<file path="src/rtl/vga_timing_pkg.sv">
// Shared VGA timing constants, counter types and sync-monitor state encoding.
package vga_timing_pkg;

  localparam int unsigned CNT_W  = 12;
  localparam int unsigned GOOD_W = 4;

  localparam int unsigned DEF_H_SYNC      = 96;
  localparam int unsigned DEF_H_BACK      = 48;
  localparam int unsigned DEF_H_ACTIVE    = 640;
  localparam int unsigned DEF_H_TOTAL     = 800;
  localparam int unsigned DEF_V_SYNC      = 2;
  localparam int unsigned DEF_V_BACK      = 33;
  localparam int unsigned DEF_V_ACTIVE    = 480;
  localparam int unsigned DEF_V_TOTAL     = 525;
  localparam int unsigned DEF_LOCK_FRAMES = 2;

  typedef logic [CNT_W-1:0]  cnt_t;
  typedef logic [CNT_W:0]    len_t;
  typedef logic [GOOD_W-1:0] good_t;

  typedef enum logic [1:0] {
    ST_SEARCH  = 2'd0,
    ST_ACQUIRE = 2'd1,
    ST_LOCKED  = 2'd2
  } sync_state_t;

endpackage

</file>
<file path="src/rtl/sync_edge_det.sv">
// Samples an active-low sync on each pixel strobe and flags its falling edge.
module sync_edge_det (
  input  logic clk,
  input  logic rst_n,
  input  logic pix_en,
  input  logic sync_in,
  output logic fall_c
);

  logic prev;

  // Previous sampled level; resets high so a sync held low at reset is not an edge.
  always_ff @(posedge clk) begin
    if (!rst_n) begin
      prev <= 1'b1;
    end else if (pix_en) begin
      prev <= sync_in;
    end
  end

  assign fall_c = pix_en & ~sync_in & prev;

endmodule

</file>
<file path="src/rtl/vga_sync_monitor.sv">
// Recovers pixel position from HS/VS, measures line/frame lengths and tracks lock.
module vga_sync_monitor
  import vga_timing_pkg::*;
#(
  parameter int unsigned H_SYNC      = DEF_H_SYNC,
  parameter int unsigned H_BACK      = DEF_H_BACK,
  parameter int unsigned H_ACTIVE    = DEF_H_ACTIVE,
  parameter int unsigned H_TOTAL     = DEF_H_TOTAL,
  parameter int unsigned V_SYNC      = DEF_V_SYNC,
  parameter int unsigned V_BACK      = DEF_V_BACK,
  parameter int unsigned V_ACTIVE    = DEF_V_ACTIVE,
  parameter int unsigned V_TOTAL     = DEF_V_TOTAL,
  parameter int unsigned LOCK_FRAMES = DEF_LOCK_FRAMES
) (
  input  logic             CLOCK_50,
  input  logic             RESET_N,
  input  logic             PIX_EN,
  input  logic             HS,
  input  logic             VS,
  output logic [CNT_W-1:0] X,
  output logic [CNT_W-1:0] Y,
  output logic             ACTIVE,
  output logic             LOCKED,
  output logic             FRAME_START,
  output logic             ERR,
  output logic [CNT_W-1:0] H_MEAS,
  output logic [CNT_W-1:0] V_MEAS
);

  localparam cnt_t  X_LO    = cnt_t'(H_SYNC + H_BACK);
  localparam cnt_t  X_HI    = cnt_t'(H_SYNC + H_BACK + H_ACTIVE);
  localparam cnt_t  Y_LO    = cnt_t'(V_SYNC + V_BACK);
  localparam cnt_t  Y_HI    = cnt_t'(V_SYNC + V_BACK + V_ACTIVE);
  localparam len_t  H_LEN   = len_t'(H_TOTAL);
  localparam len_t  V_LEN   = len_t'(V_TOTAL);
  localparam good_t LOCK_N  = good_t'(LOCK_FRAMES);
  localparam cnt_t  CNT_SAT = '1;

  sync_state_t state, state_nx;
  good_t       good, good_nx;
  cnt_t        hcnt, vcnt, hcnt_nx, vcnt_nx;
  cnt_t        x_nx, y_nx;
  len_t        h_len_c, v_len_c;
  logic        vs_pend, line_bad;
  logic        line_edge_c, vs_fall_c, boundary_c;
  logic        cur_line_bad_c, frame_good_c, sat_c;
  logic        err_c, fs_c;
  logic        locked_nx, active_nx, in_x, in_y;

  sync_edge_det u_hs_edge (
    .clk    (CLOCK_50),
    .rst_n  (RESET_N),
    .pix_en (PIX_EN),
    .sync_in(HS),
    .fall_c (line_edge_c)
  );

  sync_edge_det u_vs_edge (
    .clk    (CLOCK_50),
    .rst_n  (RESET_N),
    .pix_en (PIX_EN),
    .sync_in(VS),
    .fall_c (vs_fall_c)
  );

  // Line/frame edge classification and length checks of the line or frame just ending.
  always_comb begin
    boundary_c     = line_edge_c & (vs_pend | vs_fall_c);
    h_len_c        = len_t'(hcnt) + len_t'(1);
    v_len_c        = len_t'(vcnt) + len_t'(1);
    cur_line_bad_c = (h_len_c != H_LEN);
    frame_good_c   = (v_len_c == V_LEN) && !line_bad && !cur_line_bad_c;
  end

  // Next counter values; hold when no strobe, saturate at the counter ceiling.
  always_comb begin
    hcnt_nx = hcnt;
    vcnt_nx = vcnt;
    if (PIX_EN) begin
      if (line_edge_c) begin
        hcnt_nx = '0;
      end else if (hcnt != CNT_SAT) begin
        hcnt_nx = hcnt + cnt_t'(1);
      end
      if (boundary_c) begin
        vcnt_nx = '0;
      end else if (line_edge_c && (vcnt != CNT_SAT)) begin
        vcnt_nx = vcnt + cnt_t'(1);
      end
    end
    sat_c = PIX_EN && (hcnt_nx == CNT_SAT);
  end

  // Lock state machine: next state, good-frame count and ERR/FRAME_START pulses.
  always_comb begin
    state_nx = state;
    good_nx  = good;
    err_c    = 1'b0;
    fs_c     = 1'b0;
    if (PIX_EN) begin
      case (state)
        ST_SEARCH: begin
          if (boundary_c) begin
            state_nx = ST_ACQUIRE;
            good_nx  = '0;
          end
        end
        ST_ACQUIRE: begin
          if (boundary_c) begin
            if (frame_good_c) begin
              good_nx = good + good_t'(1);
              if ((good + good_t'(1)) == LOCK_N) begin
                state_nx = ST_LOCKED;
                fs_c     = 1'b1;
              end
            end else begin
              good_nx = '0;
            end
          end
        end
        ST_LOCKED: begin
          if ((line_edge_c && cur_line_bad_c) || (boundary_c && !frame_good_c)) begin
            state_nx = ST_SEARCH;
            err_c    = 1'b1;
          end else if (boundary_c) begin
            fs_c = 1'b1;
          end
        end
        default: begin
          state_nx = ST_SEARCH;
        end
      endcase
      if (sat_c) begin
        state_nx = ST_SEARCH;
        fs_c     = 1'b0;
        err_c    = (state == ST_LOCKED);
      end
    end
  end

  // Recovered position for the pixel being sampled this strobe.
  always_comb begin
    locked_nx = (state_nx == ST_LOCKED);
    in_x      = (hcnt_nx >= X_LO) && (hcnt_nx < X_HI);
    in_y      = (vcnt_nx >= Y_LO) && (vcnt_nx < Y_HI);
    active_nx = locked_nx && in_x && in_y;
    x_nx      = active_nx ? (hcnt_nx - X_LO) : '0;
    y_nx      = active_nx ? (vcnt_nx - Y_LO) : '0;
  end

  // State register and good-frame counter.
  always_ff @(posedge CLOCK_50) begin
    if (!RESET_N) begin
      state <= ST_SEARCH;
      good  <= '0;
    end else begin
      state <= state_nx;
      good  <= good_nx;
    end
  end

  // Counters, measurements, line-error tracking and registered outputs.
  always_ff @(posedge CLOCK_50) begin
    if (!RESET_N) begin
      hcnt        <= '0;
      vcnt        <= '0;
      vs_pend     <= 1'b0;
      line_bad    <= 1'b0;
      H_MEAS      <= '0;
      V_MEAS      <= '0;
      X           <= '0;
      Y           <= '0;
      ACTIVE      <= 1'b0;
      LOCKED      <= 1'b0;
      FRAME_START <= 1'b0;
      ERR         <= 1'b0;
    end else begin
      FRAME_START <= fs_c;
      ERR         <= err_c;
      if (PIX_EN) begin
        hcnt   <= hcnt_nx;
        vcnt   <= vcnt_nx;
        X      <= x_nx;
        Y      <= y_nx;
        ACTIVE <= active_nx;
        LOCKED <= locked_nx;
        if (line_edge_c) begin
          H_MEAS <= cnt_t'(h_len_c);
        end
        if (boundary_c) begin
          V_MEAS   <= cnt_t'(v_len_c);
          vs_pend  <= 1'b0;
          line_bad <= 1'b0;
        end else begin
          if (vs_fall_c) begin
            vs_pend <= 1'b1;
          end
          if (line_edge_c && cur_line_bad_c) begin
            line_bad <= 1'b1;
          end
        end
      end
    end
  end

endmodule

</file>
<file path="config.mk">
export PLATFORM = sky130hd
export DESIGN_NAME = vga_sync_monitor
export DESIGN_NICKNAME = d
export VERILOG_FILES = /design/src/rtl/vga_timing_pkg.sv /design/src/rtl/sync_edge_det.sv /design/src/rtl/vga_sync_monitor.sv
export SDC_FILE = /design/constraint.sdc
export NUM_CORES = 1
export LEC_CHECK = 0
export ABC_AREA = 1
export BUFFER_PORTS_ARGS = -buffer_cell sky130_fd_sc_hd__clkbuf_2
export CORE_ASPECT_RATIO = 0.5
export CORE_MARGIN = 4
export CORE_UTILIZATION = 45
export CTS_BUF_LIST = sky130_fd_sc_hd__clkbuf_4 sky130_fd_sc_hd__clkbuf_8
export DETAILED_ROUTE_END_ITERATION = 8
export PLACE_DENSITY = 0.74
export REMOVE_ABC_BUFFERS = 1
export SETUP_SLACK_MARGIN = 0.4
export SLEW_MARGIN = 15
export SYNTH_ARGS = -nofsm -noshare
export SYNTH_HDL_FRONTEND = slang
export SYNTH_SLANG_ARGS = --single-unit
</file>
<file path="constraint.sdc">
create_clock -name CLOCK_50 -period 4 [get_ports CLOCK_50]
set_input_delay 0.8 -clock CLOCK_50 [delete_from_list [all_inputs] [get_ports CLOCK_50]]
set_output_delay 0.8 -clock CLOCK_50 [all_outputs]
set_load 0.1 [all_outputs]
</file>
==> results.toml, run 1 <==
[run_status]
outcome = "complete, no violations"

[detailed_routing]
drt-initial-drc-count = 404
antenna_left = 0
wl_microns = 13100
wire_per_inst_microns = 14.0
first_pass_iters = 6
remaining_drc_errors = 0
via_per_inst = 5.21
vias = 4879

[sta]
fin_skew_ps = 13.1
worst_slack_ps = 617
period_minus_slack_ps = 3380
setup_viol = 0
finalMaxSlewViolations = 0
rsz0062_at_grt = "no"
tns_ps = 0
hold_viol_final = 0
fin_crit_sh_pct = 84.6
fmax_ghz = 0.296
worst_slew_pin_slew_ps = 559
slew-limit-headroom_pct = 62.7

[floorplanning]
start_util_pct = 47.3
die_h_microns = 82.1
die_w_microns = 156
num_rows = 26
core_sq_um = 10400
die_area_sq_um = 12800
io_pins = 57

[critical_path]
crit_fanout = 9
crit_chain = "ha_4 -> nand2_1 -> nor2_4 -> nand3_1 -> nor3_2 -> nor3_1 -> nor3_2 -> ha_1 -> nand2_1 -> nor2_1 -> nand2_1 -> nor2_1 -> nand3_1 -> nand2_1 -> nor2_1 -> a21oi_4 -> and2_1 -> nand3b_1 -> a21oi_1"
cp_top_family = "simple AND/OR/NAND/NOR gates"
cp.arrival_ps = 3690
path_class = "flip-flop to flip-flop"
start_kind = "flip-flop"
r2r-start = "hcnt[1]$_SDFFE_PN0P_"
critPathCaptureType = "flip-flop"
slowest_delay_ps = 440
cp_common_cell = "nand2_1"
critPathBufInv = 0
crit_required_ps = 4310
slowest_stage = "dfxtp_1"
r2r_cells = 19
ff2ff_setup_slack_ps = 620
r2r-end = "X[0]$_SDFFE_PN0P_"

[hold_path]
hold_depth = 2
hold_end = "Y[10]$_SDFFE_PN0P_"
hold_path_class = "flip-flop to flip-flop"
hold_path.startpoint = "Y[10]$_SDFFE_PN0P_"

[pwr]
power_switching_w = 0.000514
total_leakage_power_nw = 2.46
power_frac_clock_pct = 35.4
swShare_pct = 29.2
p_int_w = 0.00124
seq_power_share_pct = 50.7
power.total_w = 0.00176
pwr-share-comb_pct = 13.9
power_density_nw_per_um2 = 315
peakVddDrop_mv = 0.154

[final_layout]
post_route_cells_drive_above_1_share_pct = 17.8
nets = 810
final_cell_area_sq_um = 5570
finalNonFillerCells = 936
diodes = 0
syn_to_final_growth_pct = 12.8

[synthesis]
avgSynthCellArea_sq_um = 6.65
ys_ff_latch = 86
ys.flop_type = "dfxtp_1"
ys_seq_area_share_pct = 34.9
async_flop_share_pct = 0
synth_top_area_share_pct = 34.9
yosys.area.top_type = "dfxtp_1"
syn_inst = 743
synth_area_leaders = "dfxtp_1, nand2_1, nor2_1"
synth_warnings = 0
synth_edf_count = 0
netlist-cell-type-count = 39
netlist_area_sq_um = 4940

[cts]
cts_max_path_buffers = 2
cts_hold_buf = 0
cts-buffers-inserted = 9
cts_htree_levels = 3
cts_tree = "built"
clock-sinks = 86
clkLatencyLatePin_ps = 370
root_buffer = "clkbuf_8"
clkTransAtPathRegs_ps = 90

[place]
placed_cells = 918
hpwl_microns = 9480
post-place-ws_ps = 126
place.gp.congestion = 0.963
post_dp_cell_area_sq_um = 5290
io_buffers = 56

[global_route]
first_global_vias = 4490
grt-ovfl-total = 0
antenna_found_initial = 0
grt_pass1_wl_microns = 21400
grt_max_degree = 54
track_usage_pct = 20.8

[run]
maxCapViolCount = 0
## metal layers
layer,global-route usage (%),up-vias,wire (microns)
li1,-,2446,-
met1,27.4,2228,6160
met2,35.2,181,5860
met3,4.47,24,873
met4,4.94,0,167
met5,0,-,0
## cell usage after synthesis (4+ instances only)
master and instances:
nor2_2 26, clkbuf_1 12, nor2_1 128, nand3_2 6, xor2_1 12, nand4_1 17
nand3_1 59, o21ai_0 37, xnor2_1 6, inv_2 5, ha_1 13, inv_1 89
nand3b_1 5, buf_6 5, a21oi_1 23, buf_1 4, buf_4 4, nand2_1 161
a31oi_1 4, nor3_1 10, o21ai_2 5, dfxtp_1 86
## worst min-delay path: cells and delay by family, from the launching register on
family        cells  cell delay [ps]
simple gates      2               90
flops             1              320
## sequential cells by signal (all words and copies together) (netlist names), 2 cells and up
signal,count
H_MEAS,12
V_MEAS,12
vcnt,12
Y,12
state,2
good,4
X,12
hcnt,12
## cells in the final DEF (no fill, tap or decap), types with 2 or more instances in the layout
cell      netlist  final
a21oi_1        23     23
a31oi_1         4      4
and2_1          2      2
buf_12          0      2
buf_4           4      7
clkbuf_2        0     56
clkbuf_8        0     10
clkinv_2        0      2
dfxtp_1        86     85
ha_1           13     12
inv_1          89     89
inv_2           5      5
nand2_1       161    161
nand3_1        59     59
nand3_2         6      6
nand3b_1        5      5
nand4_1        17     17
nand4_4         1      2
nor2_1        128    128
nor2_2         26     25
nor2_4          3      4
nor3_1         10      8
nor3_2          1      3
o211ai_1        2      2
o21ai_0        37     36
o21ai_1         3      3
o21ai_2         5      6
or2_2           2      2
xnor2_1         6      6
xor2_1         12     12
## how the worst max path moves through the flow
stage | startpoint | to | slack (ps) | depth (start not counted)
after global routing | hcnt[1]$_SDFFE_PN0P_ | Y[1]$_SDFFE_PN0P_ | 400 | 22
final | hcnt[1]$_SDFFE_PN0P_ | X[0]$_SDFFE_PN0P_ | 620 | 19
after CTS | hcnt[0]$_SDFFE_PN0P_ | Y[1]$_SDFFE_PN0P_ | 390 | 20
after floorplan | HS | X[10]$_SDFFE_PN0P_ | 840 | 18
after global placement | hcnt[0]$_SDFFE_PN0P_ | Y[0]$_SDFFE_PN0P_ | 180 | 19
after detailed placement | hcnt[0]$_SDFFE_PN0P_ | Y[1]$_SDFFE_PN0P_ | 130 | 19
## cell type report
cell class / instances / area (sq um)
fillers: 1047 / 4870
clock buffers: 11 / 145
repair buffers: 65 / 373
well taps: 140 / 175
clock inverters: 4 / 47.5
inverters: 94 / 353
flip-flops and latches: 86 / 1720
multi-input cells: 536 / 2760
## power groups by stage
stage	clock, W	sequential (W)	combinational (W)
floorplan	0	0.000941	0.000141
global placement	0	0.000910	0.000237
detailed placement	0	0.000910	0.000239
CTS	0.000633	0.000890	0.000242
global route	0.000668	0.000894	0.000267
finish	0.000622	0.000892	0.000244
## cell families (layout without fill, tap and decap cells)
group	count (synthesis)	in the layout	share of synthesized area (%)
flip-flops	86	86	34.9
AO/OA/AOI/OAI	79	79	9.22
XOR/XNOR	18	18	3.19
adder cells (fa/ha/maj)	13	13	3.29
buffers and inverters	122	174	10.4
AND/OR/NAND/NOR	425	426	39.0
## per-stage QoR
step           hold WS [ps]  utilization [%]
2_1_floorplan           442                -
3_3_place_gp            429             50.6
3_5_place_dp            431             50.6
4_1_cts                 445             53.1
5_1_grt                 485             53.4
6_report                446             53.4
## timing repair
action | in CTS | in global routing
endpoints found under the hold margin | 0 | 0
setup buffers | 2 | 0
pin swaps | 1 | 0
gates cloned | 1 | 0
gates resized for setup | 2 | 7
endpoints found under the setup margin | 20 | 25
Power figures use the tool's default switching activity.
==> run 2, diff against run 1 <==
==> constraint.sdc (replaced) <==
create_clock -name CLOCK_50 -period 3.2 [get_ports CLOCK_50]
set_input_delay 0.64 -clock CLOCK_50 [delete_from_list [all_inputs] [get_ports CLOCK_50]]
set_output_delay 0.64 -clock CLOCK_50 [all_outputs]
set_load 0.1 [all_outputs]
==> run 2 against run 1 <==
  * Register-to-register slack worse by 420 ps
  * Non-clock buffer count rose by 36
  * Sequential share of layout area shrank 2.4 points
  * First-iteration DRC count grew 6.4%
  * Clock power up 15%
  * Cell count rose by 3.8%
  * Cell area increased by 9.5%
  * Clock skew is 1.6 ps lower
  * Via count rose by 2.1%
  * Setup slack got worse by 420 ps
  * Wire length up 5.0%
  * Sequential power grew 24%
  * Critical endpoint is now X[6]$_SDFFE_PN0P_
  * Largest power group unchanged
  * Highest routed layer unchanged
==> results.toml, run 2 (same netlist as run 1, synthesis figures left out) <==
[run_status]
outcome = "complete, no violations"

[sta]
fin_skew_ps = 11.5
rsz0062_at_grt = "yes"
hold_viol_final = 0
fin_crit_sh_pct = 93.9
worst_slew_pin_slew_ps = 597
period_minus_slack_ps = 3010
fmax_ghz = 0.333
setup_viol = 0
finalMaxSlewViolations = 0
worst_slack_ps = 195
slew-limit-headroom_pct = 60.2

[final_layout]
mostFrequentLayoutCell = "nand2_1"
syn_to_final_growth_pct = 23.6
fillers = 969
final_util_pct = 58.5
diodes = 0
finalNonFillerCells = 972
seqCellArea_sq_um = 1740
post_route_cells_drive_above_1_share_pct = 26.7
final_cell_mix = "nand2_1, nor2_1, inv_1"
multi_input_area_sq_um = 2950
final_cell_area_sq_um = 6100
nets = 845

[place]
place.gp.congestion = 0.941
placed_cells = 942
io_buffers = 56
hpwl_microns = 9610
post_dp_cell_area_sq_um = 5480
post-place-ws_ps = 11.7

[pwr]
power.total_w = 0.00217
total_leakage_power_nw = 2.71
power_density_nw_per_um2 = 356
peakVddDrop_mv = 0.183

[detailed_routing]
wire_per_inst_microns = 14.1
via_per_inst = 5.12
wl_met1_microns = 6420
wl_microns = 13700
wl_met2_microns = 6220
drt-initial-drc-count = 430
first_pass_iters = 5
antenna_left = 0
vias = 4980
remaining_drc_errors = 0
routed.top_layer = "met4"
dr_wl_met3_microns = 865

[global_route]
track_usage_pct = 21.7
grt_max_degree = 54
antenna_found_initial = 0
grt_pass1_wl_microns = 22000
grt-ovfl-total = 0
first_global_vias = 4569

[critical_path]
crit_fanout = 5
start_kind = "flip-flop"
crit_required_ps = 3510
critPathCaptureType = "flip-flop"
r2r_cells = 22
path_class = "flip-flop to flip-flop"
cp.arrival_ps = 3320

[hold_path]
hold_depth = 2
hold_path_class = "flip-flop to flip-flop"

[cts]
cts_tree = "built"
root_buffer = "clkbuf_8"
clkTransAtPathRegs_ps = 90
cts_hold_buf = 0
cts-buffers-inserted = 9
clock-sinks = 86
cts_htree_levels = 3
cts_max_path_buffers = 2
clkLatencyLatePin_ps = 380

[floorplanning]
io_pins = 57
die_w_microns = 156
num_rows = 26
start_util_pct = 47.3
die_area_sq_um = 12800
core_sq_um = 10400
die_h_microns = 82.1

[run]
maxCapViolCount = 0
-- run 2: changes by cell type in the layout (fill, tap and decap cells not counted), sizes merged --
cell / before / now
buf: 9 / 44
bufinv: 1 / 0
clkbuf: 67 / 69
clkinv: 2 / 3
nand4: 19 / 18
-- run 2: final cells by class --
| cell class | count | area share (%) |
|---|---|---|
| multi-input cells | 535 | 48.3 |
| repair buffers | 101 | 11.7 |
| inverters | 94 | 5.78 |
| flip-flops and latches | 86 | 28.5 |
| well taps | 140 | 2.87 |
| clock inverters | 4 | 0.369 |
| clock buffers | 12 | 2.50 |
-- run 2: worst paths after layout --
kind                                            from                 to  slack [ps]
worst max-delay path            hcnt[0]$_SDFFE_PN0P_  X[6]$_SDFFE_PN0P_         190
worst min-delay path               X[0]$_SDFFE_PN0P_  X[0]$_SDFFE_PN0P_         470
worst max register to register  hcnt[0]$_SDFFE_PN0P_  X[6]$_SDFFE_PN0P_         190
worst min register to register     X[0]$_SDFFE_PN0P_  X[0]$_SDFFE_PN0P_         470
-- run 2: what timing repair did --
item | 4_1_cts | 5_1_grt
cloned | 2 | 1
setup endpoints to repair | 25 | 25
setup buffers | 7 | 4
resized for setup | 51 | 32
pin swaps | 18 | 20
-- run 2: worst max-delay path, stage by stage (launching register included) --
cell	delay, ps
dfxtp_2	360
ha_4	150
nand2_4	50
nor2_4	100
nand3_2	110
nor3_4	160
nor3_2	70
nor3_2	250
ha_2	210
nand2_1	50
nor2_1	110
nand2_1	90
nor2_2	140
nand3_2	90
nand2_2	90
nor2_2	50
a21oi_4	180
nand4_4	160
buf_6	170
clkbuf_16	160
nor2_4	70
nor2_1	40
nor2_1	70
-- run 2: metrics by stage --
stage	hold WS, ps	TNS [ps]
2_1_floorplan	442	0
3_3_place_gp	435	0
3_5_place_dp	454	0
4_1_cts	467	0
5_1_grt	496	-29.2
6_report	465	0
-- run 2: per-layer routing --
metal,up-vias,track usage (%)
met3,25,5.53
li1,2523,-
met1,2280,28.0
met2,152,36.6
met5,-,0
met4,0,5.54
-- run 2: where the power goes --
part | leakage, nW | internal [W] | switching [W]
Combinational | 1.91 | 0.000101 | 0.000248
Sequential | 0.701 | 0.00109 | 0.0000197
Clock | 0.0930 | 0.000317 | 0.000399
Total | 2.71 | 0.00151 | 0.000667
